--- config.mk ---
export PLATFORM = sky130hd
export DESIGN_NAME = pe_spad_load_ctrl
export DESIGN_NICKNAME = d
export VERILOG_FILES = /design/src/rtl/pe_spad_load_ctrl.sv
export SDC_FILE = /design/constraint.sdc
export NUM_CORES = 1
export LEC_CHECK = 0
export ABC_AREA = 1
export BUFFER_PORTS_ARGS = -buffer_cell sky130_fd_sc_hd__buf_2
export CAP_MARGIN = 20
export CORE_MARGIN = 2
export CORE_UTILIZATION = 35
export CTS_CLUSTER_DIAMETER = 120
export DETAILED_ROUTE_END_ITERATION = 8
export GPL_TIMING_DRIVEN = 0
export PLACE_DENSITY = 0.66
export RECOVER_POWER = 25
export SLEW_MARGIN = 25
export SYNTH_ARGS = -nofsm -noshare
export SYNTH_HDL_FRONTEND = slang
export SYNTH_SLANG_ARGS = --single-unit
--- constraint.sdc ---
create_clock -name clk -period 1.6 [get_ports clk]
set_input_delay 0.4 -clock clk [delete_from_list [all_inputs] [get_ports clk]]
set_output_delay 0.4 -clock clk [all_outputs]
set_load 0.03 [all_outputs]
--- src/rtl/pe_spad_load_ctrl.sv ---
// Load sequencer in front of one PE: accepts packets, unpacks them into the ifmap and
// filter scratchpads one entry per cycle, starts the PE and waits for its completion.
module pe_spad_load_ctrl #(
   parameter int          NUM_I    = 5,
   parameter int          NUM_F    = 3,
   parameter int          W_F      = 8,
   parameter int          W_PKT    = 35,
   parameter int          AI       = 3,
   parameter int          AF       = 2,
   parameter logic [2:0]  PE_ADDR  = 3'b000,
   parameter logic [2:0]  MEM_SRC  = 3'b100,
   parameter logic [2:0]  DONE_SRC = 3'b011
) (
   input  logic             clk,
   input  logic             rst_n,
   input  logic             pkt_valid,
   input  logic [W_PKT-1:0] pkt_data,
   output logic             pkt_ready,
   input  logic             filt_clr,
   output logic             ifmap_we,
   output logic [AI-1:0]    ifmap_addr,
   output logic             ifmap_wdata,
   output logic             filt_we,
   output logic [AF-1:0]    filt_addr,
   output logic [W_F-1:0]   filt_wdata,
   output logic             start,
   input  logic             pe_done,
   output logic             pe2_done,
   output logic             busy
);
   // state   | meaning
   // S_IDLE  | ready for a packet
   // S_LOAD  | writing entry idx to the scratchpads
   // S_START | one-cycle start pulse to the PE
   // S_WAIT  | PE computing, waiting for pe_done
   // S_DONE  | one-cycle pe2_done pulse
   typedef enum logic [2:0] {S_IDLE, S_LOAD, S_START, S_WAIT, S_DONE} state_t;

   localparam int              W_PAY    = W_PKT - 6;
   localparam logic [AI-1:0]   LAST_IDX = AI'(NUM_I - 1);

   state_t             state_q, state_d;
   logic [AI-1:0]      idx_q, idx_d;
   logic [W_PAY-1:0]   pay_q, pay_d;
   logic               filt_wr_q, filt_wr_d;
   logic               filt_loaded_q, filt_loaded_d;
   logic               accept, is_done_pkt;
   logic [2:0]         src;
   logic [2:0]         dest_unused;

   logic               ready_d, busy_d, ifmap_we_d, ifmap_wdata_d;
   logic               filt_we_d, start_d, pe2_done_d;
   logic [AI-1:0]      ifmap_addr_d;
   logic [AF-1:0]      filt_addr_d;
   logic [W_F-1:0]     filt_wdata_d;

   assign accept      = (state_q == S_IDLE) && pkt_valid;
   assign src         = pkt_data[W_PKT-4 -: 3];
   assign dest_unused = pkt_data[W_PKT-1 -: 3];
   assign is_done_pkt = (PE_ADDR == 3'b010) && (src == DONE_SRC) && (pkt_data[7:0] == 8'hFF);

   always_ff @(posedge clk or negedge rst_n) begin
      if (!rst_n) begin
         state_q       <= S_IDLE;
         idx_q         <= '0;
         pay_q         <= '0;
         filt_wr_q     <= 1'b0;
         filt_loaded_q <= 1'b0;
         pkt_ready     <= 1'b1;
         busy          <= 1'b0;
         ifmap_we      <= 1'b0;
         ifmap_addr    <= '0;
         ifmap_wdata   <= 1'b0;
         filt_we       <= 1'b0;
         filt_addr     <= '0;
         filt_wdata    <= '0;
         start         <= 1'b0;
         pe2_done      <= 1'b0;
      end else begin
         state_q       <= state_d;
         idx_q         <= idx_d;
         pay_q         <= pay_d;
         filt_wr_q     <= filt_wr_d;
         filt_loaded_q <= filt_loaded_d;
         pkt_ready     <= ready_d;
         busy          <= busy_d;
         ifmap_we      <= ifmap_we_d;
         ifmap_addr    <= ifmap_addr_d;
         ifmap_wdata   <= ifmap_wdata_d;
         filt_we       <= filt_we_d;
         filt_addr     <= filt_addr_d;
         filt_wdata    <= filt_wdata_d;
         start         <= start_d;
         pe2_done      <= pe2_done_d;
      end
   end

   // Filter-write permission is frozen at accept so a later filt_clr cannot reopen it mid-packet.
   always_comb begin
      state_d       = state_q;
      idx_d         = idx_q;
      pay_d         = pay_q;
      filt_wr_d     = filt_wr_q;
      filt_loaded_d = filt_loaded_q;
      unique case (state_q)
         S_IDLE: begin
            if (accept) begin
               pay_d     = pkt_data[W_PAY-1:0];
               idx_d     = '0;
               filt_wr_d = (src == MEM_SRC) && (!filt_loaded_q || filt_clr);
               state_d   = is_done_pkt ? S_DONE : S_LOAD;
            end
         end
         S_LOAD: begin
            if (idx_q == LAST_IDX) begin
               state_d = S_START;
               if (filt_wr_q) filt_loaded_d = 1'b1;
            end else begin
               idx_d = idx_q + AI'(1);
            end
         end
         S_START: state_d = S_WAIT;
         S_WAIT:  if (pe_done) state_d = S_IDLE;
         S_DONE:  state_d = S_IDLE;
         default: state_d = S_IDLE;
      endcase
      if (filt_clr) filt_loaded_d = 1'b0;
   end

   // Outputs are decoded from next-state values and registered, so they line up with state_q.
   always_comb begin
      ready_d       = (state_d == S_IDLE);
      busy_d        = (state_d != S_IDLE);
      ifmap_we_d    = (state_d == S_LOAD);
      filt_we_d     = ifmap_we_d && filt_wr_d && (idx_d < AI'(NUM_F));
      start_d       = (state_d == S_START);
      pe2_done_d    = (state_d == S_DONE);
      ifmap_addr_d  = ifmap_we_d ? idx_d : '0;
      filt_addr_d   = filt_we_d ? idx_d[AF-1:0] : '0;
      ifmap_wdata_d = 1'b0;
      filt_wdata_d  = '0;
      for (int i = 0; i < NUM_I; i++) begin
         if (ifmap_we_d && (idx_d == AI'(i))) ifmap_wdata_d = pay_d[i];
      end
      for (int k = 0; k < NUM_F; k++) begin
         if (filt_we_d && (idx_d == AI'(k))) filt_wdata_d = pay_d[NUM_I + W_F*k +: W_F];
      end
   end

endmodule
==> results.tsv, run 1 <==
metric	value	unit
DR DRC count	0	
NetSw	2059	µW
mapped cell area	0.002437	mm²
Comb power frac	37.2	%
CP delay by family, top	simple AND/OR/NAND/NOR gates	
Place WS	-0.2939	ns
internal power	3688	µW
diode count	0	
Slew HR	6.804	%
Peak supply drop	0.6330	mV
Net Sw Frac	35.83	%
largest family of logic cells by synthesized area	simple AND/OR/NAND/NOR gates	
register area	0.001429	mm²
placer congestion estimate	0.8346	
CTS HTree Levels	3	
post-synthesis sequential area ratio	58.57	%
largest net degree at the start of global routing	58	
initial core utilization	36.07	%
setup slack after layout	-0.1634	ns
fin crit period	1.763	ns
Synth Area in Adders	1.027	%
mean routed wirelength per cell	14.18	µm
core area	0.006756	mm²
Slowest-stage cell, CP	dfrtp_1	
syn_area_per_cell	8.961	µm²
Startpoint Class	register	
failing checks	negative setup slack	
clk_lat worst skew	0.34	ns
Leak	0.001904	µW
RSZ-0062 raised after global routing	yes	
fraction of power consumed by sequential logic	34.1	%
commonest cells after routing, fill and taps aside	nand2_1, buf_2, dfrtp_1, nand3_2	
post-synthesis simple-gate area fraction	33.47	%
Via Count	2148	
vias in the first global route	2152	
I/O pins	60	
Compound-Gate Fraction of Synth Area	1.951	%
CP Data Arrival Time	2.05	ns
FP Rows	30	
Max Freq	567.1	MHz
Worst Path Buf+Inv	4	
Hold WC Path Type	input port to register	
Synth area leaders	dfrtp_1, nand2_1, nand3_1	
die area	0.007648	mm²
Power Total	5747	µW
Total GRT Usage	17.44	%
Slew Limit Fails	0	
YS warnings	0	
top-area cell type share of the netlist area	57.49	%
Yosys reg bits	57	
Final setup violation count	11	
xor/xnor share of the synthesized area	0	%
Die Width	87.45	µm
Final Hold Fails	0	
Worst-Margin Slew	1.398	ns
multi-input logic area	0.001119	mm²
PwrDens	1639	mW/mm²
Clk Tree Root Cell	clkbuf_8	
NumNets Final	406	
Die Y	87.45	µm
TritonCTS Buffers	9	
WP data required	1.88	ns
Clock Sinks	57	
Initial DRC Count	159	
Clk pwr share	28.7	%
Reg clk slew, reported paths	0.07	ns
Setup CP Type	register to register	
CP peak stage delay	0.40	ns
layout cell share with drive strength beyond 1	44.17	%
WL final	6369	µm
Gate Count Post-Synth	272	
max cap viols	0	
Pre-antenna DRT Iters	4	
commonest non-fill, non-tap cell in the layout	nand2_1	
CP Cell Sequence	inv_1 -> ha_4 -> nand2_4 -> inv_2 -> nand3_4 -> nand3_4 -> nand2_4 -> inv_4 -> nor3_4 -> buf_6 -> nand3_1 -> nand3_2	
initial antenna violation count	0	
CTS tree	yes	
Post-DP HPWL	3901	µm
Final ANT Viol Nets	0	
Max Root-Sink Buffers	2	
Yosys top cell by area	dfrtp_1	
Syn-to-layout area delta	43.84	%
CP max FO	8	
Final Skew	0.005208	ns
Worst Setup End Kind	register	
Via-to-Cell Ratio	4.784	
crit share post-route	110.2	%
I/O Buffers	56	
mux share of post-synthesis cell area	0	%
fill count	601	
Synth cell types	27	
first-pass GRT wire length	9970	µm
GRT overflow	0	
status	finished with violations	
Min Hold Slack	0.2370	ns
==> cells in the mapped netlist <==
| cell type | instances |
|---|---|
| a21oi_1 | 2 |
| a31oi_1 | 1 |
| buf_2 | 4 |
| buf_6 | 1 |
| clkbuf_1 | 2 |
| conb_1 | 1 |
| dfrtp_1 | 56 |
| dfstp_2 | 1 |
| ha_1 | 2 |
| inv_1 | 17 |
| inv_2 | 4 |
| nand2_1 | 106 |
| nand2_2 | 3 |
| nand2_4 | 1 |
| nand3_1 | 42 |
| nand3_2 | 1 |
| nand3_4 | 1 |
| nand4_1 | 3 |
| nor2_1 | 11 |
| nor2_2 | 1 |
| nor2_4 | 4 |
| nor3_4 | 2 |
| o211ai_1 | 1 |
| o21ai_0 | 2 |
| o21ai_1 | 1 |
| o21ai_2 | 1 |
| or2_2 | 1 |
==> metal layers <==
layer / up-vias / GRT usage [%] / wire (µm)
li1: 1052 / - / -
met1: 1014 / 21.90 / 2638
met2: 70 / 27.07 / 3202
met3: 12 / 4.739 / 384
met4: 0 / 9.790 / 145
met5: - / 0 / 0
==> power groups by stage <==
| stage | logic [µW] | registers [µW] | clock network, µW |
|---|---|---|---|
| 2_1_floorplan | 945 | 2070 | 0 |
| 6_report | 2140 | 1960 | 1650 |
| 4_1_cts | 1900 | 1960 | 1670 |
| 3_5_place_dp | 1440 | 1970 | 0 |
| 3_3_place_gp | 1410 | 1960 | 0 |
| 5_1_grt | 2330 | 1990 | 1740 |
==> cell families (layout without fill, tap and decap cells) <==
| group | count (synthesis) | count (layout) |
|---|---|---|
| and+or+nand+nor | 176 | 177 |
| DFF | 57 | 57 |
| buffers and inverters | 28 | 123 |
| AOI/OAI and AO/OA | 8 | 8 |
| adders and majority gates | 2 | 2 |
| other | 1 | 2 |
==> per-stage QoR <==
stage,cell area [µm²],util (%),TNS (ns),std cells
after floorplan,2459,-,0,273
after global placement,2839,42.02,-2.227,409
after detailed placement,2841,42.06,-2.518,409
after CTS,3387,50.13,-0.5484,444
after global routing,3506,51.89,-2.069,449
final,3506,51.89,-1.199,449
==> final timing paths <==
kind	start	end	slack (ns)	cells after the start
worst max-delay path	idx_q[1]$_DFF_PN0_	filt_wdata[1]$_DFF_PN0_	-0.16	12
worst min-delay path	filt_clr	filt_loaded_q$_DFFE_PN0P_	0.24	2
worst max register to register	idx_q[1]$_DFF_PN0_	filt_wdata[1]$_DFF_PN0_	-0.16	12
worst min register to register	pay_q[0]$_DFF_PN0_	pay_q[0]$_DFF_PN0_	0.48	2
max in group asynchronous	rst_n	state_q[0]$_DFF_PN0_	0.30	1
min in group asynchronous	rst_n	pe2_done$_DFF_PN0_	0.38	1
==> repair_timing <==
action                                  in CTS  in global routing
resized for setup                           38                 20
hold buffers                                 0                  0
endpoints found under the hold margin        0                  0
endpoints found under the setup margin      21                 14
gates cloned                                 2                  0
pin swaps                                   18                  2
buffers inserted                            17                  5
==> cell type report <==
class                           count  area share (%)
Inverter                           21           2.320
Tap cell                           80           2.855
Multi-Input combinational cell    189           31.91
Sequential cell                    57           40.76
Buffer                              7           1.535
Timing Repair Buffer               79           13.70
Clock buffer                       10           3.926
Clock inverter                      6           2.998
==> sequential cells by signal (all words and copies together), names as in the netlist, 2 cells and up <==
signal,flops
ifmap_addr,3
filt_wdata,8
idx_q,3
filt_addr,2
state_q,3
pay_q,29
Note: power is estimated with default switching activity, not from simulation.
==> run 2, diff against run 1 <==
PLACE_DENSITY = 0.56   (was 0.66)
==> run 2 against run 1 <==
Compared with the run above: the flow still finishes with violations (negative setup slack); clock power rose by 13%; non-clock buffer count rose by 8; global-route usage rose by 0.12 points; fmax rose by 4.6%; flip-flop and latch count did not move; register-to-register slack improved by 0.08 ns; worst hold slack improved by 0.011 ns; final cell count rose by 1.6%; critical path type unchanged.
==> results.tsv, run 2 (synthesis results as in run 1) <==
metric	value	unit
core area	0.006756	mm²
Place WS	-0.3438	ns
placer congestion estimate	0.7826	
CP max FO	5	
GRT overflow	0	
Clock Sinks	57	
mean routed wirelength per cell	13.68	µm
Reg clk slew, reported paths	0.07	ns
Worst-Margin Slew	1.416	ns
top flop regs	pay_q: 29 flops, filt_wdata: 8 flops	
Max Freq	593.0	MHz
Pre-antenna DRT Iters	4	
Final Hold Fails	0	
cell area after layout	0.003563	mm²
WP data required	1.88	ns
Comb power frac	35.4	%
fin crit period	1.686	ns
CTS tree	yes	
Syn-to-layout area delta	46.20	%
Clk pwr share	31.5	%
Total GRT Usage	17.56	%
NetSw	2007	µW
CTS HTree Levels	3	
fill count	608	
Final setup violation count	11	
status	finished with violations	
Worst Setup End Kind	register	
Net Sw Frac	34.02	%
largest net degree at the start of global routing	58	
min-delay src	filt_clr	
reg2reg start	idx_q[1]$_DFF_PN0_	
Final Skew	0.007052	ns
final setup TNS	-0.6965	ns
CP Data Arrival Time	1.96	ns
first-pass GRT wire length	10020	µm
I/O Buffers	56	
internal power	3893	µW
commonest non-fill, non-tap cell in the layout	nand2_1	
max cap viols	0	
CP peak stage delay	0.41	ns
setup slack after layout	-0.08621	ns
Critical Path Source	idx_q[1]$_DFF_PN0_	
commonest cells after routing, fill and taps aside	nand2_1, dfrtp_1, buf_2, nand3_1, buf_4	
hold_buf cts	0	
PwrDens	1656	mW/mm²
NumNets Final	413	
Worst Hold Depth	2	
Via-to-Cell Ratio	4.649	
failing checks	negative setup slack	
clk_lat worst skew	0.34	ns
Min Hold Slack	0.2476	ns
FP Rows	30	
Initial DRC Count	127	
Post-Place Cell Area	0.002841	mm²
multi-input logic area	0.001062	mm²
initial core utilization	36.07	%
die area	0.007648	mm²
Startpoint Class	register	
Via Count	2120	
Hold WC Path Type	input port to register	
I/O pins	60	
layout cell share with drive strength beyond 1	42.82	%
vias in the first global route	2033	
Die Width	87.45	µm
DR DRC count	0	
Clk Tree Root Cell	clkbuf_8	
register area	0.001429	mm²
Slew HR	5.629	%
Max Root-Sink Buffers	2	
Post-DP HPWL	3925	µm
RSZ-0062 raised after global routing	yes	
Largest register FFs	29	
crit share post-route	105.4	%
Slew Limit Fails	0	
fraction of power consumed by sequential logic	33.1	%
Slowest-stage cell, CP	dfrtp_1	
Peak supply drop	0.6592	mV
Setup CP Type	register to register	
Most flops, register	pay_q	
Die Y	87.45	µm
TritonCTS Buffers	9	
Leak	0.001942	µW
Final ANT Viol Nets	0	
diode count	0	
cells on worst reg2reg path	12	
initial antenna violation count	0	
CP Cell Sequence	inv_2 -> ha_4 -> nand2_4 -> inv_4 -> nand3_4 -> nand2_4 -> nor2_4 -> nand2_2 -> nor2_4 -> buf_4 -> nand3_1 -> nand3_2	
WL final	6239	µm
[run 2: cell count changes in the layout (fill, tap and decap cells not counted), sizes merged]
cell    delta
buf        +8
clkinv     -2
bufinv     +1
clkbuf     +1
nor2       -1
[run 2: critical path, delay by kind of cell, from the launching register on]
family                     cells  cell delay [ns]
adders and majority gates      1             0.16
and+or+nand+nor                8             0.77
buffers and inverters          3             0.28
DFF                            1             0.41
[run 2: worst paths after layout]
path,to,slack [ns]
setup / recovery,filt_wdata[7]$_DFF_PN0_,-0.09
hold reg to reg,pay_q[17]$_DFF_PN0_,0.48
setup reg to reg,filt_wdata[7]$_DFF_PN0_,-0.09
min in group asynchronous,idx_q[2]$_DFF_PN0_,0.37
max in group asynchronous,state_q[0]$_DFF_PN0_,0.28
hold / removal,filt_loaded_q$_DFFE_PN0P_,0.25
[run 2: layout make-up]
| cell class | instances | area share [%] |
|---|---|---|
| Buffer | 7 | 1.545 |
| Clock buffer | 11 | 4.249 |
| Clock inverter | 5 | 3.511 |
| Inverter | 21 | 2.493 |
| Multi-Input combinational cell | 188 | 29.81 |
| Sequential cell | 57 | 40.10 |
| Tap cell | 80 | 2.809 |
| Timing Repair Buffer | 87 | 15.48 |
[run 2: power by group through the flow]
stage / combinational (µW) / sequential, µW / clock (µW)
CTS: 1930 / 1950 / 1880
finish: 2090 / 1950 / 1860
global route: 2290 / 1990 / 1960
global placement: 1430 / 1960 / 0
detailed placement: 1460 / 1970 / 0
floorplan: 945 / 2070 / 0
[run 2: stage by stage]
step | util [%] | instances | total power, µW
floorplan | - | 273 | 3011
CTS | 51.41 | 449 | 5769
global placement | 42.02 | 409 | 3393
detailed placement | 42.06 | 409 | 3428
global route | 52.74 | 456 | 6236
finish | 52.74 | 456 | 5900
[run 2: repair_timing]
action	4_1_cts	5_1_grt
pin swaps	14	2
resized for setup	44	14
endpoints found under the setup margin	32	13
setup buffers	23	7
gates cloned	1	0
[run 2: metal layers]
layer	vias to the layer above	global-route usage (%)	wire, µm	share of wire, %
li1	1063	-	-	-
met1	994	23.47	2870	46
met2	54	26.52	2967	48
met3	9	4.645	296	4.7
met4	0	8.252	105	1.7
met5	-	0	0	0
